--- config.mk ---
export PLATFORM = sky130hd
export DESIGN_NAME = regfile_sb_flat
export DESIGN_NICKNAME = d
export VERILOG_FILES = /design/src/rtl/regfile_sb_if.sv /design/src/rtl/regfile_sb.sv /design/src/flat_wrapper.sv
export SDC_FILE = /design/constraint.sdc
export NUM_CORES = 1
export LEC_CHECK = 0
export ABC_AREA = 1
export BUFFER_PORTS_ARGS = -buffer_cell sky130_fd_sc_hd__buf_4
export CELL_PAD_IN_SITES_DETAIL_PLACEMENT = 0
export CELL_PAD_IN_SITES_GLOBAL_PLACEMENT = 2
export CORE_ASPECT_RATIO = 0.7
export CORE_MARGIN = 8
export CORE_UTILIZATION = 38
export DETAILED_ROUTE_END_ITERATION = 16
export PLACE_DENSITY = 0.77
export SETUP_SLACK_MARGIN = 0.5
export SLEW_MARGIN = 20
export SYNTH_ARGS = -nofsm -noshare
export SYNTH_HDL_FRONTEND = slang
export SYNTH_SLANG_ARGS = --single-unit
--- constraint.sdc ---
create_clock -name clk -period 2.5 [get_ports clk]
set_clock_uncertainty 0.05 [all_clocks]
set_input_delay 0.5 -clock clk [delete_from_list [all_inputs] [get_ports clk]]
set_output_delay 0.5 -clock clk [all_outputs]
set_load 0.01 [all_outputs]
--- src/rtl/regfile_sb_if.sv ---
// regfile_sb_if: decode/writeback bundle for the scoreboarded register file.
// master drives w_*, rd_addr, issue_*, clr_req; slave drives rd_data, rd_busy, clr_busy.
interface regfile_sb_if #(
    parameter int WIDTH     = 32,
    parameter int ADD_WIDTH = 5,
    parameter int NUM_RD    = 2
) ();
    logic                        w_en;
    logic [ADD_WIDTH-1:0]        w_reg;
    logic [WIDTH-1:0]            w_data;
    logic [NUM_RD*ADD_WIDTH-1:0] rd_addr;
    logic [NUM_RD*WIDTH-1:0]     rd_data;
    logic [NUM_RD-1:0]           rd_busy;
    logic                        issue_en;
    logic [ADD_WIDTH-1:0]        issue_reg;
    logic                        clr_req;
    logic                        clr_busy;

    modport master (
        output w_en, w_reg, w_data, rd_addr,
        output issue_en, issue_reg, clr_req,
        input  rd_data, rd_busy, clr_busy
    );

    modport slave (
        input  w_en, w_reg, w_data, rd_addr,
        input  issue_en, issue_reg, clr_req,
        output rd_data, rd_busy, clr_busy
    );
endinterface

--- src/rtl/regfile_sb.sv ---
// regfile_sb: multi-read-port register file with pending-write scoreboard,
// sequential clear sweep and optional write-to-read bypass (RF_BYPASS_EN).
// Ports: clk, rst_n (async, active-low), bus (regfile_sb_if.slave):
//   w_en/w_reg/w_data writeback, rd_addr/rd_data/rd_busy packed read ports,
//   issue_en/issue_reg scoreboard marking, clr_req/clr_busy clear sweep.
// x0 and addresses >= DEPTH are never stored, read 0 and are never busy.
module regfile_sb #(
    parameter int WIDTH     = 32,
    parameter int DEPTH     = 16,
    parameter int ADD_WIDTH = 5,
    parameter int NUM_RD    = 2
) (
    input logic         clk,
    input logic         rst_n,
    regfile_sb_if.slave bus
);
    typedef enum logic {
        IDLE,
        SWEEP
    } state_t;

    localparam logic [ADD_WIDTH:0]   DEPTH_W = (ADD_WIDTH + 1)'(DEPTH);
    localparam logic [ADD_WIDTH-1:0] LAST    = ADD_WIDTH'(DEPTH - 1);
    localparam logic [ADD_WIDTH-1:0] FIRST   = ADD_WIDTH'(1);

    if (DEPTH < 2 || DEPTH > (1 << ADD_WIDTH)) begin : g_bad_depth
        $error("regfile_sb: DEPTH out of range");
    end
    if (NUM_RD < 1) begin : g_bad_nrd
        $error("regfile_sb: NUM_RD must be at least 1");
    end

    function automatic logic addr_ok(input logic [ADD_WIDTH-1:0] a);
        return (a != '0) && ({1'b0, a} < DEPTH_W);
    endfunction

    state_t                  state_q;
    state_t                  state_d;
    logic [ADD_WIDTH-1:0]    idx_q;
    logic [ADD_WIDTH-1:0]    idx_d;

    logic [DEPTH-1:1][WIDTH-1:0] mem_q;
    logic [DEPTH-1:1]            sb_q;

    logic idle;
    logic wr_ok;
    logic iss_ok;

    logic [NUM_RD-1:0][ADD_WIDTH-1:0] ra;
    logic [NUM_RD-1:0][WIDTH-1:0]     rdat;
    logic [NUM_RD-1:0]                rbsy;

    assign idle   = (state_q == IDLE);
    assign wr_ok  = idle && bus.w_en && addr_ok(bus.w_reg);
    assign iss_ok = idle && bus.issue_en && addr_ok(bus.issue_reg);

    always_comb begin
        state_d = state_q;
        idx_d   = idx_q;
        unique case (1'b1)
            (state_q == IDLE): begin
                if (bus.clr_req) begin
                    state_d = SWEEP;
                    idx_d   = FIRST;
                end
            end
            (state_q == SWEEP): begin
                if (idx_q == LAST) begin
                    state_d = IDLE;
                    idx_d   = FIRST;
                end else begin
                    idx_d = idx_q + 1'b1;
                end
            end
            default: ;
        endcase
    end

    always_ff @(posedge clk or negedge rst_n) begin
        if (!rst_n) begin
            state_q <= IDLE;
            idx_q   <= FIRST;
        end else begin
            state_q <= state_d;
            idx_q   <= idx_d;
        end
    end

    // Issue is applied after retire so a same-register issue+write leaves
    // the bit set: a newer producer is already in flight.
    always_ff @(posedge clk or negedge rst_n) begin
        if (!rst_n) begin
            mem_q <= '0;
            sb_q  <= '0;
        end else begin
            for (int r = 1; r < DEPTH; r++) begin
                if (!idle) begin
                    if (idx_q == ADD_WIDTH'(r)) begin
                        mem_q[r] <= '0;
                        sb_q[r]  <= 1'b0;
                    end
                end else begin
                    if (wr_ok && bus.w_reg == ADD_WIDTH'(r)) begin
                        mem_q[r] <= bus.w_data;
                        sb_q[r]  <= 1'b0;
                    end
                    if (iss_ok && bus.issue_reg == ADD_WIDTH'(r)) begin
                        sb_q[r] <= 1'b1;
                    end
                end
            end
        end
    end

    assign ra = bus.rd_addr;

    // Only valid indices match, so x0 and out-of-range reads fall to 0.
    always_comb begin
        rdat = '0;
        rbsy = '0;
        for (int i = 0; i < NUM_RD; i++) begin
            for (int r = 1; r < DEPTH; r++) begin
                if (ra[i] == ADD_WIDTH'(r)) begin
                    rdat[i] = mem_q[r];
                    rbsy[i] = sb_q[r];
                end
            end
`ifdef RF_BYPASS_EN
            // Held off during reset so outputs show stored (zero) contents.
            if (rst_n && wr_ok && ra[i] == bus.w_reg) begin
                rdat[i] = bus.w_data;
                rbsy[i] = iss_ok && (bus.issue_reg == bus.w_reg);
            end
`endif
        end
    end

    assign bus.rd_data  = rdat;
    assign bus.rd_busy  = rbsy;
    assign bus.clr_busy = (state_q == SWEEP);
endmodule
--- src/flat_wrapper.sv ---
// flat-port wrapper written by rule: the top's interface ports become plain ports
module regfile_sb_flat 
#(
    parameter int WIDTH     = 32,
    parameter int DEPTH     = 16,
    parameter int ADD_WIDTH = 5,
    parameter int NUM_RD    = 2
)
  (clk, rst_n, bus_w_en, bus_w_reg, bus_w_data, bus_rd_addr, bus_issue_en, bus_issue_reg, bus_clr_req, bus_rd_data, bus_rd_busy, bus_clr_busy);
  regfile_sb_if #(.WIDTH(WIDTH), .ADD_WIDTH(ADD_WIDTH), .NUM_RD(NUM_RD)) bus_i ();
  input logic clk;
  input logic rst_n;
  input wire logic [$bits(bus_i.w_en)-1:0] bus_w_en;
  input wire logic [$bits(bus_i.w_reg)-1:0] bus_w_reg;
  input wire logic [$bits(bus_i.w_data)-1:0] bus_w_data;
  input wire logic [$bits(bus_i.rd_addr)-1:0] bus_rd_addr;
  input wire logic [$bits(bus_i.issue_en)-1:0] bus_issue_en;
  input wire logic [$bits(bus_i.issue_reg)-1:0] bus_issue_reg;
  input wire logic [$bits(bus_i.clr_req)-1:0] bus_clr_req;
  output wire logic [$bits(bus_i.rd_data)-1:0] bus_rd_data;
  output wire logic [$bits(bus_i.rd_busy)-1:0] bus_rd_busy;
  output wire logic [$bits(bus_i.clr_busy)-1:0] bus_clr_busy;
  assign bus_i.w_en = bus_w_en;
  assign bus_i.w_reg = bus_w_reg;
  assign bus_i.w_data = bus_w_data;
  assign bus_i.rd_addr = bus_rd_addr;
  assign bus_i.issue_en = bus_issue_en;
  assign bus_i.issue_reg = bus_issue_reg;
  assign bus_i.clr_req = bus_clr_req;
  assign bus_rd_data = bus_i.rd_data;
  assign bus_rd_busy = bus_i.rd_busy;
  assign bus_clr_busy = bus_i.clr_busy;
  regfile_sb #(.WIDTH(WIDTH), .DEPTH(DEPTH), .ADD_WIDTH(ADD_WIDTH), .NUM_RD(NUM_RD)) u_core (.clk(clk), .rst_n(rst_n), .bus(bus_i));
endmodule
==> metrics.md <==
| Metric | Value |
|---|---|
| Std cell rows | `82` |
| Most frequent cells in the layout | `nand2_1, dfrtp_1, buf_4` |
| Max clock buf depth | `3` |
| Final wirelength | `115 mm` |
| Max-slew violations | `0` |
| TritonCTS clock tree | `built` |
| Synthesized Nets | `3451` |
| # IOs | `124` |
| Finished Cell Area | `0.0382 mm^2` |
| DR vias | `26400` |
| Most Crowded Layer GR | `met2` |
| Worst-Skew Late Latency | `0.62 ns` |
| Place WS | `-0.631 ns` |
| Synth Cell Area | `between 0.02 and 0.03 mm^2` |
| 1st-iter DRT viols | `around 2400` |
| Vias in the first global route | `26400` |
| Crit path kind | `input port to output pin` |
| Final HPWL DP | `71.0 mm` |
| Antenna cells | `0` |
| Die area | `0.0810 mm^2` |
| Die Ht | `roughly 240 um` |
| Number of library cell types mapped by synthesis | `32` |
| Status | `finished with violations` |
| Power per Cell Area | `891 mW/mm^2` |
| Nets | `3834` |
| Final Hold Violating Endpoints | `0` |
| Drt drc | `0` |
| Clock root buffer master | `clkbuf_16` |
| Core Region | `0.0714 mm^2` |
| Largest net degree at the start of global routing | `95` |
| Post-route ant nets | `0` |
| Synth warnings | `0` |
| Max IR drop VDD | `0.573 mV` |
| Layout cells sized above 1 | `0.338` |
| Failing checks | `setup timing` |
| Antenna violations before repair | `1` |
| FMAX | `348 MHz` |
| Crit Path Max Fanout | `5` |
| TritonCTS Buffers | `55` |
| Data arrival, critical path | `2.32 ns` |
| Initial Util | `0.383` |
| Finished Layout Cells | `around 4800` |
| Final period util | `1.15` |
| Final setup fails | `66` |
| M3 GR Usage | `0.0289` |
| FF+latch count, synth | `around 500` |
| Lkg Pwr | `about 0.018 uW` |
| Syn Inst Count | `3390` |
| Total track usage | `0.260` |
| Clk sink count | `501` |
| Sequential area share after synthesis | `0.458` |
| GR Util met2 | `0.441` |
| Cells after DPL | `4526` |
| Avg Cell Area, Syn | `8.07 um^2` |
| Count of maximum capacitance violations | `0` |
| Dpl cell area | `~0.032 mm^2` |
| Commonest non-fill, non-tap cell in the layout | `nand2_1` |
| Worst setup margin | `-0.375 ns` |
| Hold Crit Class | `input port to register` |
| Grt total ovfl | `0` |
| Reg clk slew, reported paths | `0.06 ns` |
| DR pass1 iterations | `6` |
| Critical path capture point type | `output pin` |
| Rel. slew slack | `0.276` |
| First-pass GRT wire length | `161 mm` |
| Buffers on Ports | `123` |
| Req. time, crit path | `1.95 ns` |
| CTS H-Tree Depth | `2` |
| Met1 Use GR | `0.349` |
| RSZ-0062 raised after global routing | `yes` |
| Area grow syn2layout | `39.6%` |
| Drt via density | `5.52` |
| Startpoint Class | `input port` |
| Final Wtd Congestion | `just under 0.9` |
| Least-Margin Pin Slew | `1.08 ns` |
| Final Critical Period | `2.87 ns` |
| Die Wd | `337 um` |
| Wire per inst | `between 20 and 25 um` |
## synthesized netlist by cell type (all sizes together)
master / n / area (um^2)
a32o: 2 / 20.0
nand4: 279 / 1750
clkinv: 2 / 7.51
mux2: 310 / 3490
a21oi: 68 / 340
dfrtp: 500 / 12500
dfstp: 1 / 26.3
o31ai: 12 / 156
nand2: 1027 / 3860
nor2: 306 / 1190
nor3: 11 / 86.3
o21ai: 224 / 1120
ha: 4 / 50.1
clkbuf: 126 / 473
nand3: 102 / 510
o22ai: 3 / 18.8
inv: 323 / 1210
xor2: 1 / 8.76
buf: 89 / 526
## through the flow
step	setup TNS, ns	hold slack, ns	utilization	power [uW]
final	-19.02	0.0964	0.535	34000
after global routing	-24.06	0.105	0.535	35700
after CTS	-18.78	0.0546	0.503	31700
after detailed placement	-31.29	0.359	0.445	22100
after global placement	-31.13	0.357	0.444	21600
after floorplan	0	0.154	-	18400
## area by class of cell
class                   instances  area (um^2)
multi-input cells            2353        14700
clock inverters                23          348
flip-flops and latches        501        12500
well taps                     966         1210
inverters                     325         1290
repair buffers                537         6490
fillers                      6533        33200
clock buffers                  77         1580
## state kept, by name, summed over array words and instances (netlist names)
| register | flops |
|---|---|
| u_core.bus.clr_busy | 1 |
| u_core.idx_q | 5 |
| u_core.mem_q | 480 |
| u_core.sb_q | 15 |
## routing by layer
layer,part of all wire,vias to the layer above
met4,0.029,0
li1,-,11900
met1,0.45,13300
met3,0.061,196
met5,0,-
met2,0.46,989
## worst paths after layout
path,start,end,slack (ns),cells after the start
max in group asynchronous,rst_n,u_core.mem_q[268]$_DFFE_PN0P_,1.10,4
min in group asynchronous,rst_n,u_core.mem_q[37]$_DFFE_PN0P_,0.29,2
hold / removal,bus_clr_req,u_core.bus.clr_busy$_DFF_PN0_,0.1,3
setup / recovery,bus_rd_addr[1],bus_rd_data[2],-0.37,15
setup reg to reg,u_core.bus.clr_busy$_DFF_PN0_,u_core.mem_q[92]$_DFFE_PN0P_,0.26,12
hold reg to reg,u_core.mem_q[290]$_DFFE_PN0P_,u_core.mem_q[290]$_DFFE_PN0P_,0.47,1
## kinds of logic after synthesis
kind of cell	after synthesis	synth area share
and+or+nand+nor	1725	0.270
DFF	501	0.458
AOI/OAI and AO/OA	309	0.0606
adders and majority gates	4	0.00183
xor gates and xnor gates	1	0.000320
buffers and inverters	540	0.0811
muxes	310	0.128
## power by group
| group | switching (uW) | leakage, uW | total (uW) | internal (uW) |
|---|---|---|---|---|
| Combinational | 6210 | 0.00999 | 11600 | 5430 |
| Clock | 3600 | 0.000945 | 8920 | 5320 |
| Sequential | 2240 | 0.00681 | 13500 | 11200 |
## worst max-delay path: stages
cell        delay [ns]
buf_8             0.08
clkinvlp_4        0.12
nand2_4           0.13
buf_6             0.13
nor2_4            0.05
buf_12            0.14
buf_12            0.13
buf_12            0.13
nand2_4           0.05
nand4_1           0.16
nand2_1           0.16
nand4_1           0.13
nor2_2            0.15
nand4_1           0.09
buf_4             0.15
## timing repair
item | 4_1_cts | 5_1_grt
gates cloned | 18 | 31
hold endpoints to repair | 24 | 0
resized for setup | 318 | 350
pin swaps | 132 | 115
hold buffers | 1 | 0
setup buffers | 61 | 45
setup endpoints to repair | 494 | 531
Power figures use the tool's default switching activity.
